**src/rtl/periph_tx_handshake_if.sv**
```systemverilog
// periph_tx_handshake_if
// Bundles the core-side push port and the link-side four-phase port of the
// peripheral-to-CPU return path.
//   in_data / in_valid / in_ready : word push from the peripheral core
//   req / tx_data / ack           : request/acknowledge link towards the CPU side
// Modports:
//   master : the return-path block (link initiator, FIFO owner)
//   slave  : its environment (core producer plus CPU-side responder)
interface periph_tx_handshake_if #(
    parameter int DATA_W = 2
);
    logic [DATA_W-1:0] in_data;
    logic              in_valid;
    logic              in_ready;
    logic              req;
    logic [DATA_W-1:0] tx_data;
    logic              ack;

    modport master (
        input  in_data, in_valid, ack,
        output in_ready, req, tx_data
    );

    modport slave (
        output in_data, in_valid, ack,
        input  in_ready, req, tx_data
    );
endinterface

```
**src/rtl/periph_tx_handshake.sv**
```systemverilog
// periph_tx_handshake
// Buffers words from the peripheral core in a small FIFO and delivers them to
// the CPU side over a four-phase req/ack handshake. ack is brought in through
// a SYNC_STAGES-deep flop chain (0 = used directly). A REQ phase that waits
// TIMEOUT cycles without ack raises a sticky err; the transfer still completes.
// Ports:
//   clock  : single clock, rising edge
//   reset  : synchronous, active-high
//   link   : periph_tx_handshake_if.master (in_data/in_valid/in_ready, req/tx_data/ack)
//   busy   : FSM not idle or FIFO not empty
//   level  : FIFO occupancy
//   err    : sticky handshake timeout flag
//
// state   | meaning
// --------+---------------------------------------------------------------
// ST_IDLE | no transfer; req low, waiting for the FIFO to hold a word
// ST_REQ  | req high with the FIFO head on tx_data, waiting for ack_s rise
// ST_REL  | word popped, req low, waiting for ack_s to fall
module periph_tx_handshake #(
    parameter int DATA_W      = 2,
    parameter int DEPTH       = 4,
    parameter int SYNC_STAGES = 2,
    parameter int TIMEOUT     = 16
) (
    input  logic                   clock,
    input  logic                   reset,
    periph_tx_handshake_if.master  link,
    output logic                   busy,
    output logic [$clog2(DEPTH):0] level,
    output logic                   err
);
    localparam int AW = $clog2(DEPTH);
    localparam int LW = AW + 1;
    localparam int TW = $clog2(TIMEOUT + 1);
    localparam logic [LW-1:0] FULL_LVL = LW'(DEPTH);
    localparam logic [TW-1:0] TMR_LOAD = TW'(TIMEOUT);

    typedef enum logic [1:0] {
        ST_IDLE = 2'd0,
        ST_REQ  = 2'd1,
        ST_REL  = 2'd2
    } state_t;

    state_t            state, state_nxt;

    logic [DATA_W-1:0] mem [DEPTH];
    logic [AW-1:0]     wr_ptr, rd_ptr;
    logic [LW-1:0]     count;
    logic              push, pop;
    logic              fifo_ne;
    logic [DATA_W-1:0] head;

    logic              ack_s;

    logic              req_nxt;
    logic [DATA_W-1:0] tx_nxt;
    logic [TW-1:0]     tmr, tmr_nxt;
    logic              err_set;

    // ---------------- FIFO ----------------
    assign link.in_ready = (count < FULL_LVL) && !reset;
    assign push          = link.in_valid && link.in_ready;
    assign fifo_ne       = (count != '0);
    assign head          = mem[rd_ptr];
    assign level         = count;

    always_ff @(posedge clock) begin
        if (push) begin
            mem[wr_ptr] <= link.in_data;
        end
    end

    // pop only happens in ST_REQ, where the word being sent is still counted,
    // so the FIFO can never underflow
    always_ff @(posedge clock) begin
        if (reset) begin
            wr_ptr <= '0;
            rd_ptr <= '0;
            count  <= '0;
        end else begin
            if (push) wr_ptr <= wr_ptr + 1'b1;
            if (pop)  rd_ptr <= rd_ptr + 1'b1;
            if (push && !pop) begin
                count <= count + 1'b1;
            end else if (pop && !push) begin
                count <= count - 1'b1;
            end
        end
    end

    // ---------------- ack synchronizer ----------------
    generate
        if (SYNC_STAGES == 0) begin : g_nosync
            assign ack_s = link.ack;
        end else begin : g_sync
            logic [SYNC_STAGES-1:0] sync_q;
            always_ff @(posedge clock) begin
                if (reset) begin
                    sync_q <= '0;
                end else begin
                    sync_q[0] <= link.ack;
                    for (int i = 1; i < SYNC_STAGES; i++) begin
                        sync_q[i] <= sync_q[i-1];
                    end
                end
            end
            assign ack_s = sync_q[SYNC_STAGES-1];
        end
    endgenerate

    // ---------------- FSM ----------------
    always_ff @(posedge clock) begin
        if (reset) begin
            state <= ST_IDLE;
        end else begin
            state <= state_nxt;
        end
    end

    always_comb begin
        state_nxt = state;
        case (state)
            ST_IDLE: if (fifo_ne) state_nxt = ST_REQ;
            ST_REQ:  if (ack_s)   state_nxt = ST_REL;
            ST_REL:  if (!ack_s)  state_nxt = fifo_ne ? ST_REQ : ST_IDLE;
            default: state_nxt = ST_IDLE;
        endcase
    end

    // The timeout timer counts down from TIMEOUT on every entry into ST_REQ;
    // err is raised on the cycle it reaches zero, then it holds at zero.
    always_comb begin
        req_nxt = link.req;
        tx_nxt  = link.tx_data;
        tmr_nxt = tmr;
        err_set = 1'b0;
        pop     = 1'b0;
        case (state)
            ST_IDLE: begin
                if (fifo_ne) begin
                    req_nxt = 1'b1;
                    tx_nxt  = head;
                    tmr_nxt = TMR_LOAD;
                end else begin
                    req_nxt = 1'b0;
                    tx_nxt  = '0;
                end
            end
            ST_REQ: begin
                if (ack_s) begin
                    pop     = 1'b1;
                    req_nxt = 1'b0;
                    tx_nxt  = '0;
                    tmr_nxt = TMR_LOAD;
                end else if (tmr != '0) begin
                    tmr_nxt = tmr - 1'b1;
                    err_set = (tmr == TW'(1));
                end
            end
            ST_REL: begin
                req_nxt = 1'b0;
                if (!ack_s && fifo_ne) begin
                    req_nxt = 1'b1;
                    tx_nxt  = head;
                    tmr_nxt = TMR_LOAD;
                end
            end
            default: begin
                req_nxt = 1'b0;
                tx_nxt  = '0;
            end
        endcase
    end

    always_ff @(posedge clock) begin
        if (reset) begin
            link.req     <= 1'b0;
            link.tx_data <= '0;
            tmr          <= TMR_LOAD;
            err          <= 1'b0;
        end else begin
            link.req     <= req_nxt;
            link.tx_data <= tx_nxt;
            tmr          <= tmr_nxt;
            if (err_set) err <= 1'b1;
        end
    end

    assign busy = (state != ST_IDLE) || fifo_ne;
endmodule

```
**src/flat_wrapper.sv**
```systemverilog
// flat-port wrapper written by rule: the top's interface ports become plain ports
module periph_tx_handshake_flat 
#(
    parameter int DATA_W      = 2,
    parameter int DEPTH       = 4,
    parameter int SYNC_STAGES = 2,
    parameter int TIMEOUT     = 16
)
  (clock, reset, busy, level, err, link_in_data, link_in_valid, link_ack, link_in_ready, link_req, link_tx_data);
  periph_tx_handshake_if #(.DATA_W(DATA_W)) link_i ();
  input  logic clock;
  input  logic reset;
  output logic busy;
  output logic [$clog2(DEPTH):0] level;
  output logic err;
  input wire logic [$bits(link_i.in_data)-1:0] link_in_data;
  input wire logic [$bits(link_i.in_valid)-1:0] link_in_valid;
  input wire logic [$bits(link_i.ack)-1:0] link_ack;
  output wire logic [$bits(link_i.in_ready)-1:0] link_in_ready;
  output wire logic [$bits(link_i.req)-1:0] link_req;
  output wire logic [$bits(link_i.tx_data)-1:0] link_tx_data;
  assign link_i.in_data = link_in_data;
  assign link_i.in_valid = link_in_valid;
  assign link_i.ack = link_ack;
  assign link_in_ready = link_i.in_ready;
  assign link_req = link_i.req;
  assign link_tx_data = link_i.tx_data;
  periph_tx_handshake #(.DATA_W(DATA_W), .DEPTH(DEPTH), .SYNC_STAGES(SYNC_STAGES), .TIMEOUT(TIMEOUT)) u_core (.clock(clock), .reset(reset), .link(link_i), .busy(busy), .level(level), .err(err));
endmodule
```
**config.mk**
```make
export PLATFORM = sky130hd
export DESIGN_NAME = periph_tx_handshake_flat
export DESIGN_NICKNAME = d
export VERILOG_FILES = /design/src/rtl/periph_tx_handshake_if.sv /design/src/rtl/periph_tx_handshake.sv /design/src/flat_wrapper.sv
export SDC_FILE = /design/constraint.sdc
export NUM_CORES = 1
export LEC_CHECK = 0
export BUFFER_PORTS_ARGS = -buffer_cell sky130_fd_sc_hd__buf_2
export CAP_MARGIN = 30
export CORE_ASPECT_RATIO = 0.6
export CORE_MARGIN = 2
export CORE_UTILIZATION = 40
export DETAILED_ROUTE_END_ITERATION = 7
export PLACE_DENSITY = 0.6
export SYNTH_ARGS = -nofsm -noshare
export SYNTH_HDL_FRONTEND = slang
export SYNTH_SLANG_ARGS = --single-unit
```
**constraint.sdc**
```tcl
create_clock -name clock -period 2.15 [get_ports clock]
set_input_delay 0.215 -clock clock [delete_from_list [all_inputs] [get_ports clock]]
set_output_delay 0.215 -clock clock [all_outputs]
set_load 0.02 [all_outputs]
```
# Word level (Yosys, flattened, before mapping)
# Memory sizes are Yosys's and may differ from the RTL's. A register that Yosys moved wholly into a read port is not among the register bits.
# Index checks and enable logic that the tools add are counted.
# Widths: inputs -> output; s select.
# totals
ff_bits,20
ram_bits,8
in_bits,6
out_inout_bits,9
word_cells,72
memories,1
# op_classes
n_addsub,5
order_cmp,1
eq_ne,8
mux,29
reduce_logical,19
# mem_list
name,words,word_bits,rd,rd_clocked_by_memory_dff,wr,line_no,source
u_core.mem,4,2,1,1,1,periph_tx_handshake.sv:46,logic [DATA_W-1:0] mem [DEPTH];
# op_table
cell,n
$mux 5,4
$mux 2,8
$pmux 5 s3,1
$pmux 2 s3,2
$mux 1,11
$mux 3,2
$ne 2x1->1 const B,3
$reduce_bool 3->1,2
$eq 5x1->1 const B,1
$logic_and 1x1->1,5
$reduce_bool 5->1,1
$sub 5x1->5 const B,1
$add 2x1->2 const B,2
$logic_not 1->1,4
$reduce_and 4->1,1
$reduce_bool 2->1,2
$add 3x1->3 const B,1
$lt 3x3->1 const B,1
$ne 3x1->1 const B,1
$pmux 1 s3,1
$reduce_and 3->1,1
$sub 3x1->3 const B,1
$eq 2x1->1 const B,1
$eq 2x2->1 const B,1
other kinds (4),4

# Longest topological paths before layout
# Gate-level depths: netlist of run 1.
# logic_depth
depth_word,7
depth_mapped,9
mapped_depth_nobuf,8

# Least setup slack after synthesis of run 1
# OpenSTA, ideal clock, no wires.
# synth_path
path_kind,reg2reg
start,register u_core.count[2] (netlist: u_core.level[2])
end,register u_core.count[2] (netlist: u_core.level[2])
setup_time_ps,71
arrival_time_ps,2350
t_required_ps,2079
path_slack_ps,-270
stages_incl_launch_ff,10
n_path_buf,1
period_less_slack_ps,2420
path_cell_list,dfxtp_1 -> nor2_1 -> and2_1 -> clkbuf_1 -> ha_1 -> inv_1 -> fa_1 -> xor2_1 -> or3_1 -> a21oi_1
# synth_between
elab_chain_cells,6
elab_cells_between_ends,11
cone_classes,add/sub: 2; order compare: 1; mux: 2; reduce/logical: 6
# synth_lines
item,line_no,source
from (decl),periph_tx_handshake.sv:48,logic [LW-1:0] count;
from (signal assigned),periph_tx_handshake.sv:84,count <= count + 1'b1;
from (signal assigned),periph_tx_handshake.sv:86,count <= count - 1'b1;
$lt 3x3->1 *,periph_tx_handshake.sv:61,assign link.in_ready = (count < FULL_LVL) && !reset;
$logic_and 1x1->1 *,periph_tx_handshake.sv:61,
via link_in_ready,flat_wrapper.sv:19,output wire logic [$bits(link_i.in_ready)-1:0] link_in_ready;
$logic_and 1x1->1 *,periph_tx_handshake.sv:62,assign push = link.in_valid && link.in_ready;
via u_core.push,periph_tx_handshake.sv:49,"logic push, pop;"
$logic_not 1->1,periph_tx_handshake.sv:85,end else if (pop && !push) begin
$logic_and 1x1->1,periph_tx_handshake.sv:85,
$reduce_bool 2->1 (no source line),n/a,
# The timed path passes the listed nets; every way through them passes the cells marked *. The select of a mux whose other input is x is not followed.
# A chain may end at the register's enable or synchronous reset.

# Final worst setup path of run 1
# layout_path
start,register u_core.count[2] (netlist: u_core.level[2])
end,register u_core.count[2] (netlist: u_core.level[2])
# layout_between
elab_chain_cells,6
elab_cells_between_ends,11
cone_classes,add/sub: 2; order compare: 1; mux: 2; reduce/logical: 6
# layout_lines
item,line_no
$lt 3x3->1,periph_tx_handshake.sv:61
$logic_and 1x1->1,periph_tx_handshake.sv:61
$logic_and 1x1->1,periph_tx_handshake.sv:62
$logic_not 1->1,periph_tx_handshake.sv:85
$logic_and 1x1->1,periph_tx_handshake.sv:85
$reduce_bool 2->1 (no source line),n/a
# Parallel ways exist; a longest one is shown, timed or not. The select of a mux whose other input is x is not followed.

==> results of run 1 <==
-- layer usage --
layer / global-route usage (%) / wire (um) / vias to the layer above
met2: 17.2 / 891 / 24
met1: 20.0 / 1280 / 408
li1: - / - / 460
met5: 0 / 0 / -
met4: 4.39 / 14 / 0
met3: 5.41 / 155 / 2
-- cells in the mapped netlist (2+ instances only) --
cell type                   instances
sky130_fd_sc_hd__clkbuf_1           3
sky130_fd_sc_hd__nand3b_1           2
sky130_fd_sc_hd__edfxtp_1           8
sky130_fd_sc_hd__nand2_1            4
sky130_fd_sc_hd__xor2_1             5
sky130_fd_sc_hd__nor3_1             2
sky130_fd_sc_hd__dfxtp_1           22
sky130_fd_sc_hd__o2bb2ai_1          2
sky130_fd_sc_hd__and3_1             4
sky130_fd_sc_hd__xnor2_1            3
sky130_fd_sc_hd__nand2b_1           4
sky130_fd_sc_hd__or3_1              3
sky130_fd_sc_hd__mux4_2             2
sky130_fd_sc_hd__or3b_1             2
sky130_fd_sc_hd__nor2b_1            3
sky130_fd_sc_hd__o21ai_0            5
sky130_fd_sc_hd__ha_1               7
sky130_fd_sc_hd__a21oi_1            7
sky130_fd_sc_hd__inv_1              7
sky130_fd_sc_hd__nor2_1            13
-- final timing paths --
check | from | end | slack, ps | cells past startpoint
min | link_ack | u_core.g_sync.sync_q[0] | 160 | 2
max reg2reg | u_core.level[2] | u_core.level[2] | 160 | 8
max | u_core.level[2] | u_core.level[2] | 160 | 8
min reg2reg | u_core.link.req | u_core.link.req | 450 | 2
-- layout make-up --
type | count | area, sq um
clock buffers | 8 | 80.1
fillers | 306 | 1670
inverters | 7 | 26.3
multi-input cells | 81 | 597
flip-flops and latches | 30 | 683
well taps | 45 | 56.3
repair buffers | 17 | 92.6
-- cells in the final DEF, fill, tap and decap left out, drive strengths merged, types with 4 or more instances in the layout --
cell    count
dfxtp      22
buf        17
nor2       14
edfxtp      8
a21oi       8
clkbuf      8
inv         7
ha          7
xor2        5
o21ai       5
nand2       4
and3        4
nand2b      4
-- state kept, by name (all words and copies together), names as in the netlist, named ones only --
name and cells:
u_core.err 1, u_core.g_sync.sync_q 2, u_core.mem 8, u_core.rd_ptr 2
u_core.link.tx_data 2, u_core.wr_ptr 2, u_core.link.req 1, u_core.state 2
u_core.level 3, u_core.tmr 5
-- worst max-delay path, stage by stage, from the launching register on --
cell                      delay, ps
sky130_fd_sc_hd__dfxtp_2        340
sky130_fd_sc_hd__nor2_4         130
sky130_fd_sc_hd__and2_4         180
sky130_fd_sc_hd__ha_1           190
sky130_fd_sc_hd__inv_1           60
sky130_fd_sc_hd__fa_1           380
sky130_fd_sc_hd__xor2_1         180
sky130_fd_sc_hd__or3_1          300
sky130_fd_sc_hd__a21oi_1        150
-- cells by family (layout without fill, tap and decap cells) --
group / count (synthesis) / in the layout / synth area share, %
AOI/OAI and AO/OA: 20 / 20 / 9.51
xor gates and xnor gates: 8 / 8 / 5.32
adders and majority gates: 8 / 8 / 8.17
buffers and inverters: 11 / 32 / 3.71
DFF: 30 / 30 / 51.7
muxes: 3 / 3 / 4.18
and+or+nand+nor: 42 / 42 / 17.4
-- stage by stage --
stage / total power [W] / utilization (%) / setup WS [ps] / instance area (sq um) / instances
floorplan: 0.000950 / - / 30.4 / 1330 / 122
global placement: 0.00103 / 45.3 / 187 / 1450 / 180
detailed placement: 0.00104 / 45.3 / 61.5 / 1450 / 180
CTS: 0.00146 / 47.8 / 76.7 / 1530 / 188
global route: 0.00153 / 47.9 / 34.2 / 1540 / 188
finish: 0.00145 / 47.9 / 165 / 1540 / 188
-- power by group --
| part | total [W] | switching [W] | leakage, nW | internal (W) |
|---|---|---|---|---|
| combinational | 0.000355 | 0.000208 | 0.321 | 0.000147 |
| sequential | 0.000681 | 0.0000448 | 0.253 | 0.000636 |
| clock | 0.000410 | 0.000181 | 0.0395 | 0.000229 |
==> metrics list, run 1 <==
* Critical Setup Path Class: reg2reg
* Total via count after detailed routing: 894
- Deepest clock path buffer count: 2
* Largest area contributor in the netlist: sky130_fd_sc_hd__dfxtp_1
- Initial core utilization: 41.1%
* Total leakage power: 0.614 nW
- For the final routed database, the setup TNS stands at 0 ps.
- Synth top area share: 33.5%
- Buffers inserted to repair hold after CTS numbered 0.
- Placeable core region: 3200 sq um
* Number of antenna violations at the first check in global routing: 0
* Async set-reset flop share out of synthesis: 0%
* Clock slew seen by the registers of the worst setup and hold paths: 60 ps
* Vias in the first global route: 812
- Setup violations remaining at the end of the flow were counted as 0.
- EDFF count, synth: 8
* Inserted Clock Buffers: 5
- For this run, design rule violations remaining after detail routing come to 0.
* Detailed Route Iter0 Violations: 61
- Area delta synth->final: 16.6%
- Row generation in the floorplan step produced 16 rows.
* Post-Syn Nets: 136
- Chip Width: 78.1 um
- Clock tree synthesis selected as its root buffer the cell sky130_fd_sc_hd__clkbuf_8.
* Clock period minus final worst setup slack: 1990 ps
- Setup repair after global routing missed its margin: no
- Cells with a size suffix above 1 make up 21.0% of the layout.
- Hold is met by 162 ps.
* Drt first pass iters: 4
* Maximum fanout encountered on the critical timing path: 6
* Area contributors post-synth: sky130_fd_sc_hd__dfxtp_1 33%, sky130_fd_sc_hd__edfxtp_1 18%, sky130_fd_sc_hd__ha_1 6.7%, sky130_fd_sc_hd__nor2_1 3.7%, sky130_fd_sc_hd__mux4_2 3.4%
* Type of the worst min-delay path: in2reg
* Actual slew at the worst max-slew pin: 264 ps
- Final GP Congestion: 0.763
- The flow ran to the end, and the final reports show no timing, DRC or antenna violations.
- Of the available clock period, the critical path in the final layout requires 92.3%.
- For this run, the register share of the synthesized area comes to 51.7%.
- In this run the power density over the cells is 942 nW/um^2.
* Count of unique library cells instantiated by Yosys: 34
- For the worst setup path, the data arrival time is 2170 ps.
- Mean instance size in the synthesized netlist: 10.8 sq um
- Total of flip-flops plus latches after synthesis: 30
* Number of H-tree branching levels: 2
- The clock arrives with 8.17 ps of skew.
- In the synthesized netlist the dominant register cell turns out to be sky130_fd_sc_hd__dfxtp_1.
* Kind of capture point of the worst setup path: flop
- The mapped netlist covers 1320 sq um.
* Final Max Tran Viols: 0
- Number of buffers inserted by port buffering: 14
- Routed wirelength normalized by instance count: 12.5 um
- Global-route wire length before repair: 3.83 mm
- Global-route total usage across every layer: 13.4%
- PostCTS Resize Cnt: 0
* Final hold violation count: 0
* Die height: 48.4 um
* Source-to-sink clock delay at the later pin of the worst-skew pair: 270 ps
* Total wire length: 2.34 mm
- Critical path data required time: 2340 ps
- Ratio of routed vias to standard cells: 4.76
- Achievable frequency: 0.504 GHz
- Post-CTS Setup Repair Bufs: 0
- # diodes: 0
- Yosys printed 0 warnings.
* Max-cap check violation count: 0
- TritonCTS built the clock tree.
* Worst IR drop on VDD: 0.397 mV
- The floorplan step defined a die boundary enclosing 3780 sq um.
- Summed over all nets, the half-perimeter wirelength after detailed placement is 1.81 mm.
* Total Nets Final: 156
- Gate count after technology mapping: 122
- CP Launch Type: flop
- Clk sink count: 30
- Measured against its own limit, the worst slew margin works out to 82.4%.
* Overflow after GRT: 0
- Once detail routing completed, the nets flagged for antenna violations numbered 0.
* Number of top-level pins: 15
- Pin count of the biggest net entering global routing: 20
Power figures use the tool's default switching activity.
==> run 2: changes to the inputs <==
--- a/config.mk
+++ b/config.mk
@@ -11,7 +11,7 @@
 export CORE_MARGIN = 2
 export CORE_UTILIZATION = 40
 export DETAILED_ROUTE_END_ITERATION = 7
-export PLACE_DENSITY = 0.6
+export PLACE_DENSITY = 0.58
 export SYNTH_ARGS = -nofsm -noshare
 export SYNTH_HDL_FRONTEND = slang
 export SYNTH_SLANG_ARGS = --single-unit
==> constraint.sdc (replaced) <==
create_clock -name clock -period 2 [get_ports clock]
set_input_delay 0.2 -clock clock [delete_from_list [all_inputs] [get_ports clock]]
set_output_delay 0.2 -clock clock [all_outputs]
set_load 0.02 [all_outputs]
==> metrics list, run 2 (synthesized netlist as in run 1, its figures left out) <==
- Outcome: finished, final reports clean
- Tcrit/Tclk final: 93.5%
* Logic pwr share: 25.9%
- Timing would allow up to 0.535 GHz.
- In this run, flip-flops and latches consume 46.0% of the power.
- The count of cells in the finished layout, fillers not included, comes to 193.
- The routed design uses 1.16 mm of met2 wire.
- The die covers 3780 sq um.
- The floorplan has 16 rows.
- In the final routing, the length of wire on met1 measures 1.24 mm.
- Share of post-route cells with drive strength above 1: 24.3%
- At the worst endpoint, the arrival time is 2070 ps.
- Number of H-tree branching levels: 2
- Ratio of routed vias to standard cells: 4.90
- Total wire length: 2.58 mm
- Setup slack on the worst reg-to-reg path comes out at 130 ps.
- At the worst endpoint, the required time is 2200 ps.
- CP Launch Type: flop
- Final GP Congestion: 0.761
- Global-route wire length before repair: 4.32 mm
* Root buffer cell: sky130_fd_sc_hd__clkbuf_8
* Cell total after placement: 183
- The highest metal layer carrying signal wires in the routed design is met4.
* Clock Skew: 4.57 ps
* Flip-flop count of the largest register after layout: 8
- Max-cap check violation count: 0
- After routing the design area is 1590 sq um.
- 0 antenna diodes ended up in the layout.
- Power per unit of standard cell area: 1000 nW/um^2
- The worst setup path is of the reg2reg kind.
* CTS tree: yes
- The tightest min-delay check is of the in2reg type.
- In this run the deepest clock path goes through 2 buffers.
* Overflow after GRT: 0
* Placeable core region: 3200 sq um
- The analysis attributes to cell leakage a power of 0.639 nW.
* Die height: 48.4 um
- Hold repair after CTS inserted 0 buffers.
- Net Switching: 0.000484 W
- The max-slew violation count was 0.
- Buffers placed on the I/O ports in this run total 14.
* Maximum fanout encountered on the critical timing path: 5
- Kind of capture point of the worst setup path: flop
* Commonest non-fill, non-tap cells in the layout: 21 x sky130_fd_sc_hd__dfxtp_1, 14 x sky130_fd_sc_hd__buf_2, 12 x sky130_fd_sc_hd__nor2_1
- Clock period minus final worst setup slack: 1870 ps
- Detailed routing inserted a total of 946 vias.
- Routed met3 length: 138 um
- Clock-pin slew was measured on the worst setup and hold paths at 60 ps.
* Remaining max-slew budget at the tightest pin: 81.2%
* Global-route total usage across every layer: 15.5%
* Residual DRC count: 0
- In this run switching power makes up 30.4% of total power.
- Number of antenna violations at the first check in global routing: 0
- Source-to-sink clock delay at the later pin of the worst-skew pair: 270 ps
* Most common library cell in the layout ignoring fill and taps: sky130_fd_sc_hd__dfxtp_1
* Post-Route Setup TNS: 0 ps
* Pin count of the biggest net entering global routing: 20
- Once detailed placement completed, the half-perimeter wirelength came to 1.93 mm.
- The floorplan step set the die width to 78.1 um.
- The area growth from synthesis to layout is 20.7%.
- Drt first pass iters: 4
* Final hold violation count: 0
- After detailed placement, the total cell area comes to 1490 sq um.
- Internal: 0.00111 W
- Setup violators final: 0
- IR analysis of the VDD net gives a maximum drop of 0.553 mV.
* Clk sink count: 30
- Buffers inserted during clock tree synthesis total 5.
- Ranked by flip-flop count, first place goes to u_core.mem.
* Routed wirelength normalized by instance count: 13.4 um
- Clk network pwr share: 28.1%
- The initial utilization of the core area, before any placement, comes to 41.1%.
* Total Nets Final: 161
* Antenna viol nets, final: 0
* Actual slew at the worst max-slew pin: 282 ps
- Detailed Route Iter0 Violations: 46
- Vias in the first global route: 960
* Number of top-level pins: 15
-- run 2: area by class of cell --
| cell class | instances | area [sq um] |
|---|---|---|
| multi-input cells | 81 | 612 |
| well taps | 45 | 56.3 |
| inverters | 7 | 26.3 |
| repair buffers | 22 | 130 |
| clock buffers | 8 | 80.1 |
| fillers | 320 | 1610 |
| flip-flops and latches | 30 | 684 |
-- run 2: stage by stage --
step	total power [W]	setup WS (ps)	hold WS, ps	util (%)
3_5_place_dp	0.00114	99.7	430	46.6
2_1_floorplan	0.00103	9.45	299	-
6_report	0.00159	130	152	49.6
4_1_cts	0.00160	69.6	146	49.1
3_3_place_gp	0.00113	176	418	46.6
5_1_grt	0.00169	-9.43	152	49.6
-- run 2: final timing paths --
| path | startpoint | to | cells past startpoint |
|---|---|---|---|
| worst min register to register | u_core.link.req | u_core.link.req | 2 |
| worst max-delay path | u_core.level[2] | u_core.level[2] | 8 |
| worst min-delay path | link_in_data[1] | u_core.mem[1][1] | 1 |
| worst max register to register | u_core.level[2] | u_core.level[2] | 8 |
-- run 2: worst max-delay path, stage by stage (launching register included) --
cell	delay (ps)
sky130_fd_sc_hd__dfxtp_4	360
sky130_fd_sc_hd__nor2_4	120
sky130_fd_sc_hd__and2_4	170
sky130_fd_sc_hd__ha_4	130
sky130_fd_sc_hd__inv_1	50
sky130_fd_sc_hd__fa_2	340
sky130_fd_sc_hd__xor2_1	190
sky130_fd_sc_hd__or3_1	310
sky130_fd_sc_hd__a21oi_1	140
-- run 2: what timing repair did --
action | in CTS | in global routing
buffers inserted | 0 | 2
setup endpoints to repair | 0 | 1
resized for setup | 0 | 1
-- run 2: routing by layer --
metal / track usage (%) / vias up
met3: 5.04 / 4
li1: - / 468
met5: 0 / -
met1: 20.2 / 453
met4: 7.89 / 0
met2: 23.3 / 21
-- run 2: power by group through the flow --
stage / clock network [W] / registers [W] / logic [W]
6_report: 0.000448 / 0.000732 / 0.000412
5_1_grt: 0.000491 / 0.000740 / 0.000460
4_1_cts: 0.000466 / 0.000731 / 0.000403
3_5_place_dp: 0 / 0.000745 / 0.000397
3_3_place_gp: 0 / 0.000740 / 0.000388
2_1_floorplan: 0 / 0.000758 / 0.000269
==> run 3: changes to the inputs <==
--- a/config.mk
+++ b/config.mk
@@ -11,7 +11,8 @@
 export CORE_MARGIN = 2
 export CORE_UTILIZATION = 40
 export DETAILED_ROUTE_END_ITERATION = 7
-export PLACE_DENSITY = 0.58
+export PLACE_DENSITY = 0.55
+export REMOVE_ABC_BUFFERS = 1
 export SYNTH_ARGS = -nofsm -noshare
 export SYNTH_HDL_FRONTEND = slang
 export SYNTH_SLANG_ARGS = --single-unit
==> metrics list, run 3 (synthesized netlist as in run 1, its figures left out) <==
* Total Nets Final: 161
- The floorplan step set the die height to 48.4 um.
- Number of H-tree branching levels: 2
- In this run the deepest clock path goes through 2 buffers.
- The congestion estimate from routability-driven global placement came to 0.751.
* Outcome: finished, final reports clean
* Remaining max-slew budget at the tightest pin: 83.0%
- Highest cell delay on the worst timing path: 370 ps
- Clock Skew: 3.76 ps
- The setup check on the worst reg-to-reg path leaves a slack of 120 ps.
- 0 antenna diodes ended up in the layout.
* Flip-flop count of the largest register after layout: 8
- Final hold violation count: 0
- The critical path goes through nor2_2, and2_1, ha_2, inv_1, fa_1, xor2_1, or3_1, a21oi_1.
- For this design, the slowest cell found on the critical path is sky130_fd_sc_hd__fa_1.
- For hold timing, the worst endpoint is u_core.g_sync.sync_q[0].
- Worst setup margin: 117 ps
- Dividing total power by cell area gives a power density of 1020 nW/um^2.
* Logic depth of the worst register-to-register path: 8
* GRT met2 Usage: 19.3%
- The via count of the first global-routing pass was 889.
* Internal: 0.00113 W
* Share of post-route cells with drive strength above 1: 23.6%
- Tot Pwr: 0.00161 W
- Critical Setup Path Class: reg2reg
- CTS tree: yes
* Setup violators final: 0
* Root buffer cell: sky130_fd_sc_hd__clkbuf_8
- Global-route wire length before repair: 4.03 mm
- Post-Route Setup TNS: 0 ps
- Compared with the post-synthesis result, the final layout area differs by 19.9%.
* Residual DRC count: 0
- Of the total power, the share spent switching nets is 29.6%.
* Overflow after GRT: 0
* Number of top-level pins: 15
- Kind of cell adding the most delay to the critical path: simple AND/OR/NAND/NOR gates
- Worst Hold Margin: 129 ps
- The max-slew violation count came to 0.
- Antenna viol nets, final: 0
- STA puts the critical path data required time at 2210 ps.
- Most common library cell in the layout ignoring fill and taps: sky130_fd_sc_hd__dfxtp_1
* Detailed Route Iter0 Violations: 41
* Startpoint of the most critical register-to-register path: u_core.level[2]
* Clock slew seen by the registers of the worst setup and hold paths: 60 ps
- Total wire length: 2.37 mm
- Met1 Track Usage GR: 20.0%
- In this run the critical register-to-register path is captured at u_core.level[2].
- Chip Width: 78.1 um
- Logic pwr share: 24.5%
- Number of buffers inserted by port buffering: 14
* Net Switching: 0.000478 W
- Type of the worst min-delay path: in2reg
- The worst hold path was traced through 2 stages.
- Most flop-heavy register: u_core.mem
- Entering global routing, the biggest net connects 20 pins.
- After floorplanning, the core was sized to cover 3200 sq um.
* Filler cells: 306
* Data arrival time of the critical path: 2100 ps
- Global routing consumed, over all layers together, 14.3% of the routing resources.
- Commonest non-fill, non-tap cells in the layout: 22 x sky130_fd_sc_hd__dfxtp_1, 14 x sky130_fd_sc_hd__buf_2, 12 x sky130_fd_sc_hd__nor2_1
* Drt first pass iters: 4
- The worst setup path is captured at a flop.
- Worst IR drop on VDD: 0.317 mV
* Clock period minus final worst setup slack: 1880 ps
- Buffers plus inverters on the worst setup path: 1
- Initial core utilization: 41.1%
- Clock tree synthesis found a total of 30 sinks.
* Tcrit/Tclk final: 94.1%
- After detailed routing, the number of vias per cell comes to 4.80.
- CP Launch Type: flop
- Placement Setup Slack: 78.4 ps
- After global routing, the most crowded layer is met1.
- The clock network accounts for 30.5% of the total power.
- Inserted Clock Buffers: 5
- The initial antenna violation count came to 0.
* Sequential cell fraction of total power: 45.1%
* Die area: 3780 sq um
- Achievable frequency: 0.531 GHz
* Total leakage power: 0.642 nW
- In the final routed layout, each cell accounts on average for 12.3 um.
* Actual slew at the worst max-slew pin: 255 ps
* Total via count after detailed routing: 927
- Grt met3 use: 5.41%
- Source-to-sink clock delay at the later pin of the worst-skew pair: 280 ps
- Min-delay src: link_ack
* Maximum fanout encountered on the critical timing path: 2
- DP Wirelength: 1.80 mm
- The tool flagged a number of max-cap violations equal to 0.
* Floorplan row count: 16
[run 3: cell counts in the layout (fill, tap and decap cells not counted)]
No cell type changed its count.
[run 3: final cells by class]
cell class	count	area, sq um	area share [%]
multi-input combinational	81	594	37.7
inverter	7	26.3	1.67
tap	45	56.3	3.57
clock buffer	8	90.1	5.71
sequential	30	681	43.1
timing repair buffer	22	130	8.25
[run 3: worst max path at each step]
| stage | from | to | slack (ps) | cells past startpoint |
|---|---|---|---|---|
| after global placement | reset | u_core.level[2] | 160 | 9 |
| after detailed placement | reset | u_core.level[2] | 80 | 9 |
| final | u_core.level[2] | u_core.level[2] | 120 | 8 |
| after floorplan | u_core.level[2] | u_core.level[2] | -330 | 8 |
| after CTS | u_core.level[2] | u_core.level[2] | 60 | 8 |
| after global routing | u_core.level[2] | u_core.level[2] | -2 | 8 |
[run 3: timing repair]
item | 4_1_cts | 5_1_grt
hold buffers | 0 | 0
endpoints found under the hold margin | 0 | 0
buffers inserted | 0 | 1
endpoints found under the setup margin | 0 | 1
gates resized for setup | 0 | 3
[run 3: per-layer routing]
metal	routed length [um]	vias to the layer above	share of wire, %
met1	1280	420	54
met3	115	8	4.8
met2	924	26	39
li1	-	473	-
met5	0	-	0
met4	55	0	2.3
[run 3: power groups by stage]
stage                     logic (W)  registers [W]  clock network [W]
after floorplan            0.000241       0.000761                  0
after global placement     0.000388       0.000737                  0
after detailed placement   0.000390       0.000740                  0
after CTS                  0.000394       0.000727           0.000511
after global routing       0.000449       0.000737           0.000533
final                      0.000395       0.000727           0.000491
[run 3: per-stage QoR]
| stage | utilization [%] | area (sq um) | cells |
|---|---|---|---|
| 3_5_place_dp | 46.0 | 1470 | 184 |
| 4_1_cts | 48.8 | 1560 | 192 |
| 5_1_grt | 49.3 | 1580 | 193 |
| 2_1_floorplan | - | 1290 | 118 |
| 6_report | 49.3 | 1580 | 193 |
| 3_3_place_gp | 46.0 | 1470 | 184 |
